===== config.mk =====
export PLATFORM = sky130hd
export DESIGN_NAME = rgb_level_ctrl
export DESIGN_NICKNAME = d
export VERILOG_FILES = /design/src/rtl/rgb_pkg.sv /design/src/rtl/btn_debounce.sv /design/src/rtl/rgb_level_ctrl.sv
export SDC_FILE = /design/constraint.sdc
export NUM_CORES = 1
export LEC_CHECK = 0
export CORE_ASPECT_RATIO = 0.8
export CORE_MARGIN = 2
export CORE_UTILIZATION = 53
export CTS_BUF_LIST = sky130_fd_sc_hd__clkbuf_16
export DETAILED_ROUTE_END_ITERATION = 8
export PLACE_DENSITY = 0.77
export SYNTH_ARGS = -nofsm -noshare
export SYNTH_HDL_FRONTEND = slang
export SYNTH_SLANG_ARGS = --single-unit
export TNS_END_PERCENT = 50

===== constraint.sdc =====
create_clock -name clk -period 3.47 [get_ports clk]
set_input_delay 0.694 -clock clk [delete_from_list [all_inputs] [get_ports clk]]
set_output_delay 0.694 -clock clk [all_outputs]
set_load 0.005 [all_outputs]

===== src/rtl/rgb_pkg.sv =====
// Shared types, widths and level/channel helpers for the RGB level controller.
package rgb_pkg;

    localparam int LEVEL_W   = 8;
    localparam int LEVEL_MAX = 255;

    // Selected channel; code 3 is never produced.
    typedef enum logic [1:0] {
        CH_R = 2'd0,
        CH_G = 2'd1,
        CH_B = 2'd2
    } ch_e;

    // Shared up/down auto-repeat state.
    typedef enum logic [1:0] {
        IDLE   = 2'd0,
        DELAY  = 2'd1,
        REPEAT = 2'd2
    } rep_state_e;

    // One saturating step in 9-bit arithmetic so the up sum cannot wrap.
    function automatic logic [LEVEL_W-1:0] step_level(
        input logic [LEVEL_W-1:0] level,
        input logic               up,
        input logic [LEVEL_W-1:0] step
    );
        logic [LEVEL_W:0] sum;
        sum = {1'b0, level} + {1'b0, step};
        if (up) begin
            step_level = (sum > (LEVEL_W+1)'(LEVEL_MAX)) ? LEVEL_W'(LEVEL_MAX) : sum[LEVEL_W-1:0];
        end else begin
            step_level = (level < step) ? '0 : level - step;
        end
    endfunction

    // R -> G -> B -> R.
    function automatic ch_e next_chan(input ch_e chan);
        case (chan)
            CH_R:    next_chan = CH_G;
            CH_G:    next_chan = CH_B;
            default: next_chan = CH_R;
        endcase
    endfunction

endpackage


===== src/rtl/btn_debounce.sv =====
// Raw push-button conditioning: 2-FF synchroniser, stability counter,
// debounced level and a one-cycle pulse on each debounced rising edge.
module btn_debounce #(
    parameter int DEBOUNCE_CYCLES = 4
) (
    input  logic clk,
    input  logic rst,
    input  logic raw,
    output logic level,
    output logic rise
);

    localparam int CNT_W = (DEBOUNCE_CYCLES > 1) ? $clog2(DEBOUNCE_CYCLES) : 1;
    localparam logic [CNT_W-1:0] CNT_LAST = CNT_W'(DEBOUNCE_CYCLES - 1);

    logic [1:0]       sync;
    logic [CNT_W-1:0] cnt;

    // Synchronise, then accept a change only after DEBOUNCE_CYCLES differing samples in a row.
    always_ff @(posedge clk) begin
        // NOTE: every register here uses <= so all flops sample pre-edge values; blocking
        // assignments would collapse the synchroniser into a single stage.
        if (rst) begin
            sync  <= 2'b00;
            cnt   <= '0;
            level <= 1'b0;
            rise  <= 1'b0;
        end else begin
            sync <= {sync[0], raw};
            rise <= 1'b0;
            if (sync[1] != level) begin
                if (cnt == CNT_LAST) begin
                    level <= sync[1];
                    rise  <= sync[1];
                    cnt   <= '0;
                end else begin
                    cnt <= cnt + 1'b1;
                end
            end else begin
                cnt <= '0;
            end
        end
    end

endmodule


===== src/rtl/rgb_level_ctrl.sv =====
// Button-driven RGB brightness controller: three saturating 8-bit levels,
// channel select, and shared up/down auto-repeat.
module rgb_level_ctrl
    import rgb_pkg::*;
#(
    parameter int STEP            = 10,
    parameter int DEBOUNCE_CYCLES = 4,
    parameter int REPEAT_DELAY    = 8,
    parameter int REPEAT_RATE     = 4,
    parameter int RESET_LEVEL     = 100
) (
    input  logic               clk,
    input  logic               rst,
    input  logic               btn_up,
    input  logic               btn_down,
    input  logic               btn_sel,
    output logic [LEVEL_W-1:0] RED,
    output logic [LEVEL_W-1:0] GREEN,
    output logic [LEVEL_W-1:0] BLUE,
    output logic [1:0]         chan_sel,
    output logic               at_max,
    output logic               at_min,
    output logic               step_pulse
);

    localparam int CNT_MAX = (REPEAT_DELAY > REPEAT_RATE) ? REPEAT_DELAY : REPEAT_RATE;
    localparam int CNT_W   = (CNT_MAX > 1) ? $clog2(CNT_MAX) : 1;

    logic up_lvl, up_rise, down_lvl, down_rise, sel_rise;

    btn_debounce #(.DEBOUNCE_CYCLES(DEBOUNCE_CYCLES)) u_up (
        .clk(clk), .rst(rst), .raw(btn_up), .level(up_lvl), .rise(up_rise)
    );
    btn_debounce #(.DEBOUNCE_CYCLES(DEBOUNCE_CYCLES)) u_down (
        .clk(clk), .rst(rst), .raw(btn_down), .level(down_lvl), .rise(down_rise)
    );
    btn_debounce #(.DEBOUNCE_CYCLES(DEBOUNCE_CYCLES)) u_sel (
        .clk(clk), .rst(rst), .raw(btn_sel), .level(), .rise(sel_rise)
    );

    rep_state_e       state, state_next;
    logic [CNT_W-1:0] cnt, cnt_next;
    logic             dir_up, dir_up_next;
    logic             step_req, step_up;
    logic             dir_held, other_held;

    logic [LEVEL_W-1:0] level_q [3];
    logic [LEVEL_W-1:0] sel_level, new_level;
    ch_e                chan_q;
    logic               step_apply;

    // Repeat FSM state, counter and latched direction.
    always_ff @(posedge clk) begin
        if (rst) begin
            state  <= IDLE;
            cnt    <= '0;
            dir_up <= 1'b0;
        end else begin
            state  <= state_next;
            cnt    <= cnt_next;
            dir_up <= dir_up_next;
        end
    end

    // Repeat FSM next state and step request; leaving DELAY/REPEAT needs a fresh press to re-enter.
    always_comb begin
        // NOTE: every output gets a default first so no path through the case leaves one
        // unassigned, which would otherwise infer a latch.
        state_next  = state;
        cnt_next    = cnt;
        dir_up_next = dir_up;
        step_req    = 1'b0;
        step_up     = dir_up;
        dir_held    = dir_up ? up_lvl : down_lvl;
        other_held  = dir_up ? down_lvl : up_lvl;
        case (state)
            IDLE: begin
                if (up_rise && !down_lvl) begin
                    step_req    = 1'b1;
                    step_up     = 1'b1;
                    dir_up_next = 1'b1;
                    cnt_next    = '0;
                    state_next  = DELAY;
                end else if (down_rise && !up_lvl) begin
                    step_req    = 1'b1;
                    step_up     = 1'b0;
                    dir_up_next = 1'b0;
                    cnt_next    = '0;
                    state_next  = DELAY;
                end
            end
            DELAY: begin
                if (!dir_held || other_held) begin
                    cnt_next   = '0;
                    state_next = IDLE;
                end else if (cnt == CNT_W'(REPEAT_DELAY - 1)) begin
                    step_req   = 1'b1;
                    cnt_next   = '0;
                    state_next = REPEAT;
                end else begin
                    cnt_next = cnt + 1'b1;
                end
            end
            REPEAT: begin
                if (!dir_held || other_held) begin
                    cnt_next   = '0;
                    state_next = IDLE;
                end else if (cnt == CNT_W'(REPEAT_RATE - 1)) begin
                    step_req = 1'b1;
                    cnt_next = '0;
                end else begin
                    cnt_next = cnt + 1'b1;
                end
            end
            default: begin
                cnt_next   = '0;
                state_next = IDLE;
            end
        endcase
    end

    // Level of the channel selected before any select update this cycle.
    always_comb begin
        case (chan_q)
            CH_G:    sel_level = level_q[1];
            CH_B:    sel_level = level_q[2];
            default: sel_level = level_q[0];
        endcase
    end

    // A select event in the same cycle swallows the step entirely.
    assign step_apply = step_req && !sel_rise;
    assign new_level  = step_level(sel_level, step_up, LEVEL_W'(STEP));

    // Channel levels, selection and step strobe; only the selected channel moves.
    always_ff @(posedge clk) begin
        if (rst) begin
            for (int i = 0; i < 3; i++) level_q[i] <= LEVEL_W'(RESET_LEVEL);
            chan_q     <= CH_R;
            step_pulse <= 1'b0;
        end else begin
            step_pulse <= step_apply;
            if (step_apply) begin
                case (chan_q)
                    CH_G:    level_q[1] <= new_level;
                    CH_B:    level_q[2] <= new_level;
                    default: level_q[0] <= new_level;
                endcase
            end
            if (sel_rise) chan_q <= next_chan(chan_q);
        end
    end

    assign RED      = level_q[0];
    assign GREEN    = level_q[1];
    assign BLUE     = level_q[2];
    assign chan_sel = chan_q;
    assign at_max   = (sel_level == LEVEL_W'(LEVEL_MAX));
    assign at_min   = (sel_level == '0);

endmodule


* After elaboration in Yosys (flattened, before gate mapping) *
Memories as Yosys holds them, arrays and structs flattened.
Cells that the tools add are included.

operators by class
  add/sub/neg operators = 6
  $lt $le $gt $ge = 2
  equality and inequality tests = 16
  multiplexer cells = 47
  bitwise operators = 9
  reductions and logical operators = 22

operator list
  kind                                                number
  2-to-1 mux 8 bit                                    6
  2-to-1 mux 1 bit                                    25
  2-to-1 mux 3 bit                                    6
  OR reduction 3 bit                                  6
  case mux 8 bit (2 select lines)                     1
  == test 2 bit, second input constant                5
  2-to-1 mux 2 bit                                    5
  adder 8 x 4 -> 9 bit, second input constant         1
  > comparator 9 x 8 -> 1 bit, second input constant  1
  case mux 3 bit (3 select lines)                     1
  == test 8 bit, second input constant                1
  zero test 8 bit                                     1
  < comparator 8 x 4 -> 1 bit, second input constant  1
  subtractor 8 x 4 -> 8 bit, second input constant    1
  adder 2 x 1 -> 2 bit, second input constant         3
  != test 3 bit, second input constant                2
  inverter 1 bit                                      6
  case mux 2 bit (3 select lines)                     1
  AND reduction 2 bit                                 3
  == test 2 x 1 -> 1 bit, second input constant       2
  zero test 1 bit                                     4
  zero test 2 bit                                     2
  case mux 2 bit (2 select lines)                     1
  adder 3 x 1 -> 3 bit, second input constant         1
  other kinds (10)                                    16

word-level totals
  flip-flop bits (word level) = 27
  bits in writable memories = 24
  input port bits = 5
  output and inout port bits = 29
  word-level logic and storage cells = 120
  memories = 1

memory list
  name     depth  bits a word  rd ports  clocked after Yosys merged registers in  wr ports  line                  source
  level_q  3      8            3         0                                        3         rgb_level_ctrl.sv:47  logic [LEVEL_W-1:0] level_q [3];

* Longest topological paths before layout *
Gate-level depths: netlist of run 1.

  depth in word-level cells = 10
  mapped depth = 12
  mapped depth without buffers = 11

* By module *
A second synthesis of run 1 with hierarchy kept.

second synthesis, totals
  cells, all modules = 246
  area, all modules = 2,717.6 µm²

modules (own cells, without submodules)
  module          instances  cells each  area each (µm²)  seq. area each (µm²)
  rgb_level_ctrl  1          201         2,113.3          900.9
  btn_debounce    3          15          201.4            120.1

* Least setup slack after synthesis of run 1 *
OpenSTA, ideal clock, no wires.

  path type = flip-flop to flip-flop
  start point = register chan_q[0] (netlist: chan_sel[0])
  end point = memory level_q[1][5] (netlist: level_q[0][13]) (data pin)
  setup time = 0.292 ns
  arrival time = 2.240 ns
  required time = 3.178 ns
  setup slack = 0.937 ns
  stages on the path, launching flop included = 13
  path buffers = 1
  cell sequence = dfxtp_1 > inv_1 > ha_1 > buf_4 > nor2_1 > a21oi_2 > inv_1 > ha_1 > a211oi_1 > nor2_1 > xor2_1 > a21oi_1 > o21ai_0

RTL lines
  element                 line                   source
  from (decl)             rgb_level_ctrl.sv:49   ch_e chan_q;
  from (signal assigned)  rgb_level_ctrl.sv:150  if (sel_rise) chan_q <= next_chan(chan_q);
  to (decl)               rgb_level_ctrl.sv:47

* Worst setup path in the final report of run 1 *
  start point = register chan_q[0] (netlist: chan_sel[0])
  end point = output port at_min

between the ends
  word-level cells in the longest chain between the ends = 3

ends and longest elaborated chain
  element                                                  line                   source
  == test 2 bit or == test 2 x 1 -> 1 bit (tied branches)  rgb_level_ctrl.sv:124  case (chan_q)
  case mux 8 bit (2 select lines) *                        rgb_level_ctrl.sv:124
  zero test 8 bit *                                        rgb_level_ctrl.sv:159  assign at_min = (sel_level == '0);
  to (decl)                                                rgb_level_ctrl.sv:22   output logic at_min,

Mark *: on every way between the ends. The rest lies on a longest branch, timed or not.

==> flow_summary.ini, run 1 <==
[power]
peakVddDrop_mv = 0.304
power_mw = 1.17
power.density_mw_per_mm2 = 361
p_leak_nw = 1.15

[min_path]
hold_depth = 1
hold_path_class = reg -> reg
holdPathEnd = u_sel.cnt[0]
min-delay-start = u_sel.cnt[0]

[yosys]
ys_top_cells_by_count = nor2_1, dfxtp_1, edfxtp_1, ha_1, inv_1
synthArstFlopShare_pct = 0
syn_inst = 255
ys_warn_count = 0
ys_seq_elements = 51
synth_cell_types = 54
synthFlopType = dfxtp_1
syn_nets = 278
yosysTopAreaCellShare_pct = 26.9
yosysMostFrequentCell = nor2_1
synth-edff-count = 24
netlist_top_cells_area = edfxtp_1, dfxtp_1, ha_1
ys_seq_area_share_pct = 47.1
synth_area_mm2 = 0.00268
avgSynthCellArea_um2 = 10.5
synth_top_cell_by_area = edfxtp_1

[setup_path]
r2r_end = level_q[0][2]
slowest_stage = clkdlybuf4s50_1
worst_setup_path_end_kind = primary output
start_kind = flip-flop
crit_chain = inv_1, ha_4, buf_4, a21oi_2, nor4_4, and4_1, clkdlybuf4s50_1
cp_max_fo = 14
r2r-start = chan_sel[0]
required_ns = 2.78
cp_data_arrival_time_ns = 2.64
regToRegSetupSlack_ns = 0.48
crit_path_max_incr_delay_ns = 0.50
reg2reg_depth = 12
worstSetupPathType = reg -> out

[drt]
dr.pass1.iters = 4
drc = 0
vias = 2053
drt_iter0_markers = 189
drt-total-wl_um = 5640
avgViaCountPerCell = 5.80
wl_per_cell_um = 15.9
ant_nets = 0

[timing]
rsz0062_at_grt = no
worst_slew_margin_rel_pct = 39.3
timing.final.crit_share_pct = 96.0
slew_viol_final = 0
min_period_ns = 3.33
tns_ns = 0
setup_viol_count_final = 0
tightest_slew_ns = 0.909
fmax_mhz = 300
hold_violations = 0
fin_ws_ns = 0.138
finalClockSkew_ns = 0.00608

[clock_network]
clock_latency_ns = 0.29
clock_path_buffers = 2
tritoncts = built
root_buffer = clkbuf_16
clkSinkCount = 51
cts_buffers = 5
h-tree-depth = 2
clk_pin_slew_ns = 0.06

[floorplanning]
die_width_um = 83.5
dieArea_mm2 = 0.00564
die_h_um = 67.6
start_util_pct = 54.1
rows = 23
core_area_mm2 = 0.00495
io_pins = 34

[flow_run]
maxCapViolations = 0

[placement]
port_buffers = 33
place_congestion = 1.02
pre_cts_ws_ns = 0.315
placed_area_mm2 = 0.00306
hpwl_um = 4110

[layout]
fin_nets = 314
layout-drive-gt1-share_pct = 12.3
final-seq-area_mm2 = 0.00126
design_area_mm2 = 0.00323
syn_to_final_growth_pct = 20.5
multi_input_area_mm2 = 0.00133
n_antenna_cell = 0
nFillCells = 413

[grt]
grt_pass1_wl_um = 9000
antenna_found_initial = 0
grt_overflow = 0
grt_usage_pct = 20.3
grt_pass1_vias = 1822
grt_max_degree = 27

[outcome]
status = complete, no violations
## worst max-delay path, delay by kind of cell, from the launching register on
| kind | cells | cell delay (ns) |
|---|---|---|
| compound gates | 1 | 0.15 |
| fa+ha+maj | 1 | 0.35 |
| buf+inv | 3 | 0.85 |
| flops | 1 | 0.40 |
| simple gates | 2 | 0.61 |
## cells by family after synthesis
family | count (synthesis) | synth area share, %
compound gates | 60 | 16.8
xor+xnor | 9 | 2.94
fa+ha+maj | 18 | 8.41
buf+inv | 24 | 4.16
flops | 51 | 47.1
mux | 8 | 3.04
simple gates | 85 | 17.6
## metrics by stage
step | hold WS, ns | instances | utilization, %
global route | 0.435 | 354 | 65.2
CTS | 0.423 | 353 | 64.6
detailed placement | 0.414 | 345 | 61.9
finish | 0.417 | 354 | 65.2
floorplan | 0.397 | 255 | -
global placement | 0.406 | 345 | 61.9
## cell usage in the layout (no fill, tap or decap), types with 2 or more instances in the layout
| cell type | count |
|---|---|
| clkbuf_16 | 5 |
| o211ai_1 | 2 |
| dfxtp_1 | 27 |
| a21o_1 | 3 |
| o21ai_1 | 2 |
| ha_2 | 2 |
| o21ai_2 | 2 |
| edfxtp_1 | 24 |
| a211oi_1 | 4 |
| buf_4 | 5 |
| mux2i_1 | 7 |
| ha_1 | 15 |
| nor2b_1 | 6 |
| o21a_1 | 3 |
| clkdlybuf4s50_1 | 33 |
| a21oi_4 | 2 |
| a31oi_1 | 2 |
| a21oi_1 | 9 |
| nor2_1 | 34 |
| a21oi_2 | 6 |
| or3_1 | 3 |
| and4bb_2 | 2 |
| nand3_1 | 4 |
| nor4_1 | 2 |
| nor3b_1 | 2 |
| nor3_1 | 8 |
| o21ai_0 | 7 |
| nand2_1 | 8 |
| inv_1 | 18 |
| o22ai_1 | 2 |
| nand4_1 | 4 |
| xnor2_1 | 8 |
| a22oi_2 | 4 |
| a22oi_1 | 6 |
## flip-flops by register name, indices dropped and copies added (netlist names)
signal / cells
cnt: 3
u_up.rise: 1
u_sel.level: 1
u_up.cnt: 2
level_q: 24
u_down.level: 1
u_down.sync: 2
state: 2
step_pulse: 1
u_down.cnt: 2
u_sel.rise: 1
dir_up: 1
chan_sel: 2
u_sel.sync: 2
u_up.sync: 2
u_up.level: 1
u_sel.cnt: 2
u_down.rise: 1
## per-layer routing
layer / global-route usage [%] / up-vias / share of wire (%)
met2: 32.7 / 72 / 44
li1: - / 993 / -
met3: 4.03 / 7 / 6.7
met4: 5.24 / 0 / 0.83
met1: 28.5 / 981 / 48
met5: 0 / - / 0
## cell type report
cell class	instances	share of cell area, %
Inverter	15	1.74
Sequential cell	51	39.1
Tap cell	62	2.40
Multi-Input combinational cell	180	41.2
Clock inverter	3	0.349
Clock buffer	5	3.88
Timing Repair Buffer	38	11.4
## repair_timing
item	in CTS	in global routing
gates resized for setup	0	5
hold buffers	0	0
endpoints found under the setup margin	0	2
setup buffers	0	1
endpoints found under the hold margin	0	0
## how the worst max path moves through the flow
stage	cells past startpoint	endpoint	from	slack, ns
final	7	at_min	chan_sel[0]	0.14
after global routing	7	at_max	chan_sel[0]	0.00006
after CTS	7	at_min	chan_sel[0]	0.001
after detailed placement	7	at_min	chan_sel[0]	0.31
after global placement	7	at_min	chan_sel[0]	0.32
after floorplan	12	level_q[0][13]	chan_sel[0]	0.94
## report_power, final
group / internal (mW) / total (mW) / switching (mW)
combinational: 0.0294 / 0.0620 / 0.0327
clock: 0.260 / 0.460 / 0.200
sequential: 0.638 / 0.645 / 0.00644
No activity file was read; power rests on OpenSTA's default activity.
==> run 2, diff against run 1 <==
Settings changed: CELL_PAD_IN_SITES_DETAIL_PLACEMENT set to 1, CELL_PAD_IN_SITES_GLOBAL_PLACEMENT set to 1, CORE_UTILIZATION 53 to 43, PLACE_DENSITY 0.77 to unset, PLACE_DENSITY_LB_ADDON set to 0.1.
==> run 2 against run 1 <==
- clock power increased by 41%
- utilization down 9.0 points
- worst setup slack gained 0.0034 ns
- count of clock-buffer cells in the layout unchanged
- sequential power about the same
- first-iteration DRC count is 41% lower
- sequential share of layout area decreased by 1.5 points
- via count up 3.6%
- critical path depth unchanged
- worst hold slack improved by 0.0073 ns
- critical path type unchanged
- largest cell class unchanged
- largest power group is now the clock network
==> flow_summary.ini, run 2 (synthesis gave the netlist of run 1 again) <==
[drt]
avgViaCountPerCell = 5.61
drc = 0
drt-total-wl_um = 7000
drt_iter0_markers = 111
vias = 2126
dr.pass1.iters = 4
ant_nets = 0
wl_per_cell_um = 18.5

[timing]
min_period_ns = 3.33
fmax_mhz = 300
setup_viol_count_final = 0
timing.final.crit_share_pct = 95.9
rsz0062_at_grt = yes
finalClockSkew_ns = 0.00516
fin_ws_ns = 0.142
worst_slew_margin_rel_pct = 60.9
hold_violations = 0
slew_viol_final = 0
tightest_slew_ns = 0.581

[grt]
grt_overflow = 0
antenna_found_initial = 0
grt_usage_pct = 21.9
grt_max_degree = 19
grt_pass1_wl_um = 11400
grt_pass1_vias = 2191

[clock_network]
root_buffer = clkbuf_16
cts_buffers = 5
tritoncts = built
cts_setup_buffers = 0
clkSinkCount = 51
clk_pin_slew_ns = 0.07
hold_buffers = 0
clock_latency_ns = 0.30
clock_path_buffers = 2
h-tree-depth = 2

[layout]
mostFrequentLayoutCell = nor2_1
regMostFlops = level_q
fin_nets = 320
layout_common_cells = nor2_1, clkdlybuf4s50_1, dfxtp_1, edfxtp_1
n_antenna_cell = 0
final_util_pct = 56.2
largest_reg_flops = 24
nFillCells = 662
top_regs = level_q (24), cnt (3)
layout-drive-gt1-share_pct = 15.1
syn_to_final_growth_pct = 25.3

[floorplanning]
core_area_mm2 = 0.00597
die_width_um = 92.2
rows = 25
dieArea_mm2 = 0.00688
die_h_um = 74.6
io_pins = 34
start_util_pct = 44.8

[min_path]
hold_path_class = reg -> reg

[placement]
port_buffers = 33
pre_cts_ws_ns = 0.142
place_congestion = 0.878
hpwl_um = 5120

[flow_run]
maxCapViolations = 0

[setup_path]
cp_data_arrival_time_ns = 2.63
required_ns = 2.78
cp_max_fo = 10
start_kind = flip-flop
worst_setup_path_end_kind = primary output
worstSetupPathType = reg -> out

[outcome]
status = complete, no violations

[power]
power.density_mw_per_mm2 = 406
power_mw = 1.36
peakVddDrop_mv = 0.185
p_leak_nw = 1.19
==> run 2: what timing repair did <==
| item | CTS | global route |
|---|---|---|
| pin swaps | 0 | 0 |
| gates resized for setup | 3 | 3 |
| endpoints found under the setup margin | 2 | 11 |
==> run 2: layout make-up <==
class	instances	area (µm²)	share of cell area, %
well taps	81	101	3.02
clock inverters	3	71.3	2.12
inverters	15	56.3	1.68
clock buffers	5	125	3.73
multi-input cells	180	1330	39.6
repair buffers	44	413	12.3
flip-flops and latches	51	1260	37.6
==> run 2: worst paths after layout <==
kind | startpoint | to | slack (ns) | cells after the start
setup reg to reg | chan_sel[0] | level_q[0][10] | 0.33 | 11
hold reg to reg | u_down.cnt[0] | u_down.cnt[0] | 0.42 | 1
setup / recovery | chan_sel[0] | at_min | 0.14 | 7
hold / removal | u_down.cnt[0] | u_down.cnt[0] | 0.42 | 1
==> run 2: metal layers <==
layer,wire [µm],vias up,track usage [%],part of all wire [%]
met5,0,-,0,0
met4,95,0,7.13,1.4
met3,490,9,5.78,7.0
met2,3120,72,35.2,45
met1,3290,1041,29.3,47
li1,-,1004,-,-
==> run 2: critical path, cell delays in order, from the launching register on <==
cell and delay, ns:
dfxtp_1 0.40, inv_1 0.12, ha_2 0.30, a22oi_2 0.26, a21oi_4 0.11, nor4_4 0.41
and4_1 0.26, clkdlybuf4s50_1 0.50
==> run 2: report_power, final <==
group,internal (mW),switching [mW]
Sequential,0.638,0.00654
Combinational,0.0329,0.0366
Clock,0.418,0.231
Total,1.09,0.274
==> run 2: per-stage QoR <==
stage                     cells  hold slack, ns  instance area [µm²]  setup TNS [ns]
after floorplan             255           0.397                 2680               0
after global placement      371           0.409                 3140               0
after detailed placement    371           0.417                 3140               0
after CTS                   379           0.427                 3340               0
after global routing        379           0.447                 3360        -0.00554
final                       379           0.424                 3360               0
